==> src/rtl/systolic_mul_ctrl.sv <==
// systolic_mul_ctrl
// Sequencer for the 4x4 systolic multiplier array. Holds operand matrices A
// and B in local register buffers, then on start clears the array, streams
// the diagonally skewed operands into its left/up edges, waits for the
// array's done and reports completion or timeout to the host.
//
// Ports
//   clk_i, rst_ni            clock, synchronous active-low reset
//   wr_en_i, wr_sel_i        buffer write strobe, 0 = A buffer, 1 = B buffer
//   wr_addr_i, wr_data_i     element index (row*4+col) and value
//   start_i                  start pulse, honoured only when idle
//   done_i                   done from the array
//   busy_o                   high whenever not idle
//   done_o                   one-cycle completion pulse
//   err_o                    sticky timeout flag, cleared by the next start
//   arr_rst_no               drives the array's rst_ni
//   left_o_0/4/8/12          row operand streams (rows 0..3)
//   up_o_0..3                column operand streams (columns 0..3)
//
// state | meaning
// ------+--------------------------------------------------------------
// IDLE  | buffers writable, array out of reset, waiting for start_i
// CLEAR | one cycle of array reset to clear the accumulators
// FEED  | seven skewed operand slots, k = 0..6
// WAIT  | operands held at 0, waiting for done_i or the timeout
// DONE  | one-cycle done_o pulse, array results left intact

module systolic_mul_ctrl #(
  parameter int DATA_WIDTH = 32,
  parameter int TIMEOUT    = 16
) (
  input  logic                  clk_i,
  input  logic                  rst_ni,
  input  logic                  wr_en_i,
  input  logic                  wr_sel_i,
  input  logic [3:0]            wr_addr_i,
  input  logic [DATA_WIDTH-1:0] wr_data_i,
  input  logic                  start_i,
  input  logic                  done_i,
  output logic                  busy_o,
  output logic                  done_o,
  output logic                  err_o,
  output logic                  arr_rst_no,
  output logic [DATA_WIDTH-1:0] left_o_0,
  output logic [DATA_WIDTH-1:0] left_o_4,
  output logic [DATA_WIDTH-1:0] left_o_8,
  output logic [DATA_WIDTH-1:0] left_o_12,
  output logic [DATA_WIDTH-1:0] up_o_0,
  output logic [DATA_WIDTH-1:0] up_o_1,
  output logic [DATA_WIDTH-1:0] up_o_2,
  output logic [DATA_WIDTH-1:0] up_o_3
);

  localparam int WCW = $clog2(TIMEOUT + 1);
  localparam logic [2:0] LAST_SLOT = 3'd6;

  typedef enum logic [2:0] {
    S_IDLE,
    S_CLEAR,
    S_FEED,
    S_WAIT,
    S_DONE
  } state_t;

  state_t state;

  logic [2:0]            feed_cnt;
  logic [WCW-1:0]        wait_cnt;
  logic [WCW-1:0]        wait_nxt;
  logic [2:0]            slot;

  logic [DATA_WIDTH-1:0] a_buf    [16];
  logic [DATA_WIDTH-1:0] b_buf    [16];
  logic [DATA_WIDTH-1:0] left_q   [4];
  logic [DATA_WIDTH-1:0] up_q     [4];
  logic [DATA_WIDTH-1:0] left_nxt [4];
  logic [DATA_WIDTH-1:0] up_nxt   [4];

  // Operand buffers are deliberately not reset; writes only land while idle
  // so a running sequence always sees a stable matrix.
  always_ff @(posedge clk_i) begin
    if (rst_ni && wr_en_i && (state == S_IDLE)) begin
      if (wr_sel_i) b_buf[wr_addr_i] <= wr_data_i;
      else          a_buf[wr_addr_i] <= wr_data_i;
    end
  end

  // Slot whose values get loaded at the coming edge: CLEAR preloads slot 0,
  // FEED slot k preloads slot k+1.
  always_comb begin
    slot = 3'd0;
    if (state == S_FEED) slot = feed_cnt + 3'd1;
  end

  // Skew: row r carries A[r][slot-r], column c carries B[slot-c][c];
  // anything outside the 4-wide window is zero.
  always_comb begin
    for (int r = 0; r < 4; r++) begin
      left_nxt[r] = '0;
      up_nxt[r]   = '0;
      for (int j = 0; j < 4; j++) begin
        if (int'(slot) == r + j) begin
          left_nxt[r] = a_buf[4'(r * 4 + j)];
          up_nxt[r]   = b_buf[4'(j * 4 + r)];
        end
      end
    end
  end

  // Saturating so the counter can never wrap back under the limit.
  always_comb begin
    wait_nxt = wait_cnt;
    if (wait_cnt != WCW'(TIMEOUT)) wait_nxt = wait_cnt + 1'b1;
  end

  always_ff @(posedge clk_i) begin
    if (!rst_ni) begin
      state      <= S_IDLE;
      busy_o     <= 1'b0;
      done_o     <= 1'b0;
      err_o      <= 1'b0;
      arr_rst_no <= 1'b0;
      feed_cnt   <= '0;
      wait_cnt   <= '0;
      for (int i = 0; i < 4; i++) begin
        left_q[i] <= '0;
        up_q[i]   <= '0;
      end
    end else begin
      case (state)
        S_IDLE: begin
          arr_rst_no <= 1'b1;
          busy_o     <= 1'b0;
          done_o     <= 1'b0;
          if (start_i) begin
            state      <= S_CLEAR;
            busy_o     <= 1'b1;
            err_o      <= 1'b0;
            arr_rst_no <= 1'b0;
          end
        end

        S_CLEAR: begin
          state      <= S_FEED;
          arr_rst_no <= 1'b1;
          feed_cnt   <= '0;
          wait_cnt   <= '0;
          for (int i = 0; i < 4; i++) begin
            left_q[i] <= left_nxt[i];
            up_q[i]   <= up_nxt[i];
          end
        end

        S_FEED: begin
          if (feed_cnt == LAST_SLOT) begin
            state <= S_WAIT;
            for (int i = 0; i < 4; i++) begin
              left_q[i] <= '0;
              up_q[i]   <= '0;
            end
          end else begin
            feed_cnt <= feed_cnt + 3'd1;
            for (int i = 0; i < 4; i++) begin
              left_q[i] <= left_nxt[i];
              up_q[i]   <= up_nxt[i];
            end
          end
        end

        S_WAIT: begin
          wait_cnt <= wait_nxt;
          // done_i is checked first so a late done on the timeout cycle
          // still counts as a clean completion.
          if (done_i) begin
            state  <= S_DONE;
            done_o <= 1'b1;
          end else if (wait_nxt == WCW'(TIMEOUT)) begin
            state  <= S_DONE;
            done_o <= 1'b1;
            err_o  <= 1'b1;
          end
        end

        S_DONE: begin
          state  <= S_IDLE;
          done_o <= 1'b0;
          busy_o <= 1'b0;
        end

        default: begin
          state  <= S_IDLE;
          busy_o <= 1'b0;
          done_o <= 1'b0;
        end
      endcase
    end
  end

  assign left_o_0  = left_q[0];
  assign left_o_4  = left_q[1];
  assign left_o_8  = left_q[2];
  assign left_o_12 = left_q[3];
  assign up_o_0    = up_q[0];
  assign up_o_1    = up_q[1];
  assign up_o_2    = up_q[2];
  assign up_o_3    = up_q[3];

endmodule
==> config.mk <==
export PLATFORM = sky130hd
export DESIGN_NAME = systolic_mul_ctrl
export DESIGN_NICKNAME = d
export VERILOG_FILES = /design/src/rtl/systolic_mul_ctrl.sv
export SDC_FILE = /design/constraint.sdc
export NUM_CORES = 1
export LEC_CHECK = 0
export ABC_AREA = 1
export CELL_PAD_IN_SITES_DETAIL_PLACEMENT = 0
export CELL_PAD_IN_SITES_GLOBAL_PLACEMENT = 1
export CORE_MARGIN = 2
export CORE_UTILIZATION = 25
export DETAILED_ROUTE_END_ITERATION = 10
export HOLD_SLACK_MARGIN = 0.08
export PLACE_DENSITY_LB_ADDON = 0.1
export SYNTH_ARGS = -nofsm -noshare
export SYNTH_HDL_FRONTEND = slang
export SYNTH_SLANG_ARGS = --single-unit
==> constraint.sdc <==
create_clock -name clk_i -period 3.45 [get_ports clk_i]
set_input_delay 0.5175 -clock clk_i [delete_from_list [all_inputs] [get_ports clk_i]]
set_output_delay 0.5175 -clock clk_i [all_outputs]
set_load 0.05 [all_outputs]
==> results.json <==
{
  "place_congestion": 0.720,
  "peakVddDrop_mv": 0.423,
  "async_reset_ff_frac": 0,
  "yosysSeqAreaShare": 0.805,
  "synth_xor_area_frac": 0.000546,
  "fp-row-count": 161,
  "holdWs_ns": 0.273,
  "leakage_nw": 20.0,
  "via_per_inst": 4.34,
  "arrival_ns": 3.27,
  "multi_input_area_um2": 8250,
  "critical_path_class": "reg -> reg",
  "num_io_pins": 302,
  "hpwlAfterDp_mm": 92.4,
  "fmax_ghz": 0.352,
  "numCtsBuffers": 154,
  "met1_length_mm": 71.8,
  "final_util": 0.313,
  "cts_tree": "done",
  "insertion_delay_ns": 0.80,
  "clock_path_buffers": 3,
  "clk_pin_slew_ns": 0.06,
  "hold_viol_final": 0,
  "fp.dieH_um": 443,
  "cp_max_fo": 32,
  "synth_compound_area_frac": 0.0558,
  "finalPower_mw": 46.2,
  "finalSetupViolCount": 0,
  "maxCapViolations": 0,
  "dr.pass1.iters": 8,
  "antenna_found_initial": 30,
  "die_area_um2": 196000,
  "initial_utilization": 0.251,
  "grt_pass1_vias": 28154,
  "clock_sinks": 1295,
  "syn_nets": 3439,
  "outcome": "finished clean",
  "synth_flop_cell": "edfxtp_1",
  "nFillCells": 19033,
  "root_buffer": "clkbuf_16",
  "drc_errors": 0,
  "area.growth.synth_to_final_pct": 24.7,
  "endpoint_kind": "register",
  "wl_met2_mm": 79.4,
  "vias": 27959,
  "globalRouteTotalUtil": 0.162,
  "synth_top_family_by_area": "simple AND/OR/NAND/NOR gates",
  "synth_edf_count": 1280,
  "cts_setup_buffers": 0,
  "skew_ns": 0.0251,
  "ys_ff_latch": 1295,
  "rsz0062_at_grt": "no",
  "required_ns": 3.88,
  "grt_pass1_wl_mm": 225,
  "grt_overflow": 0,
  "ant_nets": 0,
  "top_layer": "met4",
  "yosysWarningCount": 0,
  "die_w_um": 443,
  "port_buffers": 301,
  "grt_max_degree": 88,
  "hp-class": "in -> reg",
  "synth-simple-area-share": 0.107,
  "final-max-slew-violation-count": 0,
  "postSynthAreaPerCell_um2": 14.2,
  "drive_gt1_frac": 0.123,
  "fin_nets": 3846,
  "post_drt_wl_per_cell_um": 24.9,
  "syn_area_um2": 48100,
  "seqCellArea_um2": 38700,
  "relSlewSlack": 0.220,
  "yosysUniqueCellTypes": 27,
  "htreeDepth": 4,
  "cp-start-kind": "register",
  "syn_inst": 3393,
  "finalSetupTns_ns": 0,
  "fin_crit_ns": 2.84,
  "worst_slew_pin_slew_ns": 1.17,
  "wl_met3_mm": 6.09,
  "synthMuxAreaShare": 0,
  "postCtsHoldBufs": 0,
  "core_area_um2": 192000,
  "wl_mm": 161,
  "first_iter_violations": 2099,
  "finalCritPeriodShare": 0.822,
  "cts_resized": 0,
  "yosys.area_share.adder": 0.00104,
  "power_density_nw_per_um2": 770
}
-- critical path: stages, from the launching register on --
cell and delay (ns):
dfxtp_1 0.33, nor2_1 0.22, inv_1 0.09, nor2_1 0.57, nand4_1 0.24, buf_4 0.35, nor2_4 0.13, buf_4 0.49
-- routing by layer --
metal,vias to the layer above,track usage
met5,-,0
met3,200,0.0245
li1,12998,-
met1,14157,0.217
met2,604,0.274
met4,0,0.0429
-- metrics by stage --
step,setup slack (ns),cells,cell area [µm²]
final,0.613,6444,60000
after global routing,0.429,6435,60000
after CTS,0.566,6434,60000
after detailed placement,0.587,6170,55300
after global placement,0.559,6170,55300
after floorplan,0.413,3393,48100
-- synthesized netlist by cell type, types with 2 or more instances --
cell type  count  area, µm²
a21oi_1      248       1240
a31oi_1       84        526
buf_1          7       26.3
buf_2         85        425
buf_4          4       30.0
clkbuf_1      79        297
dfxtp_1       15        300
edfxtp_1    1280      38400
ha_1           4       50.1
inv_1        178        668
inv_2          7       26.3
nand2_1      814       3060
nand2_2        3       18.8
nand3_1      235       1180
nand4_1        5       31.3
nor2_1        56        210
nor2_2         3       18.8
nor2_4         2       22.5
o211ai_1       9       67.6
o21ai_0      169        846
or2_1         30        188
or2_2         70        438
xor2_1         2       17.5
-- cells in the final DEF (no fill, tap or decap), types with 3 or more instances in the layout --
master / count
nand2_2: 3
inv_6: 4
inv_16: 4
nand2_4: 5
edfxtp_1: 1280
diode_2: 10
buf_4: 74
buf_2: 32
nor2_1: 23
nand4_1: 5
nand2_1: 809
inv_1: 178
a31oi_1: 84
ha_1: 4
dfxtp_1: 15
buf_12: 51
clkinv_1: 38
or2_1: 30
nand3_1: 233
nor2_4: 37
o211ai_1: 9
o21ai_0: 169
clkbuf_1: 32
a21oi_1: 248
bufinv_16: 8
clkdlybuf4s50_1: 269
inv_2: 5
clkinv_8: 4
clkinv_2: 15
clkbuf_16: 157
or2_2: 70
-- flip-flops by register name (all words and copies together) (netlist names) --
signal and count:
a_buf 512, b_buf 512, left_q 128, up_q 128, wait_cnt 5, feed_cnt 3, state 3, arr_rst_no 1
busy_o 1, done_o 1, err_o 1
-- final timing paths --
path / start / endpoint / slack [ns] / cells after the start
max reg2reg: state[2] / b_buf[14][13] / 0.61 / 7
min reg2reg: err_o / err_o / 0.45 / 2
max: state[2] / b_buf[14][13] / 0.61 / 7
min: wr_data_i[4] / a_buf[13][4] / 0.27 / 1
-- power by group --
| group | leakage, nW | internal [mW] | switching [mW] |
|---|---|---|---|
| sequential | 12.1 | 19.0 | 0.912 |
| combinational | 5.58 | 2.87 | 7.94 |
| clock | 2.29 | 8.92 | 6.62 |
| total | 20.0 | 30.8 | 15.5 |
-- cell families (layout without fill, tap and decap cells) --
kind of cell | after synthesis | after routing
DFF | 1295 | 1295
and+or+nand+nor | 1219 | 1219
adders and majority gates | 4 | 4
other | 0 | 10
buffers and inverters | 361 | 876
xor gates and xnor gates | 3 | 3
AOI/OAI and AO/OA | 511 | 511
-- final cells by class --
class | count | area share
sequential | 1295 | 0.645
multi-input combinational | 1737 | 0.138
timing repair buffer | 426 | 0.0738
clock buffer | 189 | 0.0675
tap | 2526 | 0.0527
inverter | 186 | 0.0119
clock inverter | 75 | 0.0109
antenna | 10 | 0.000417
Note: power is estimated with default switching activity, not from simulation.
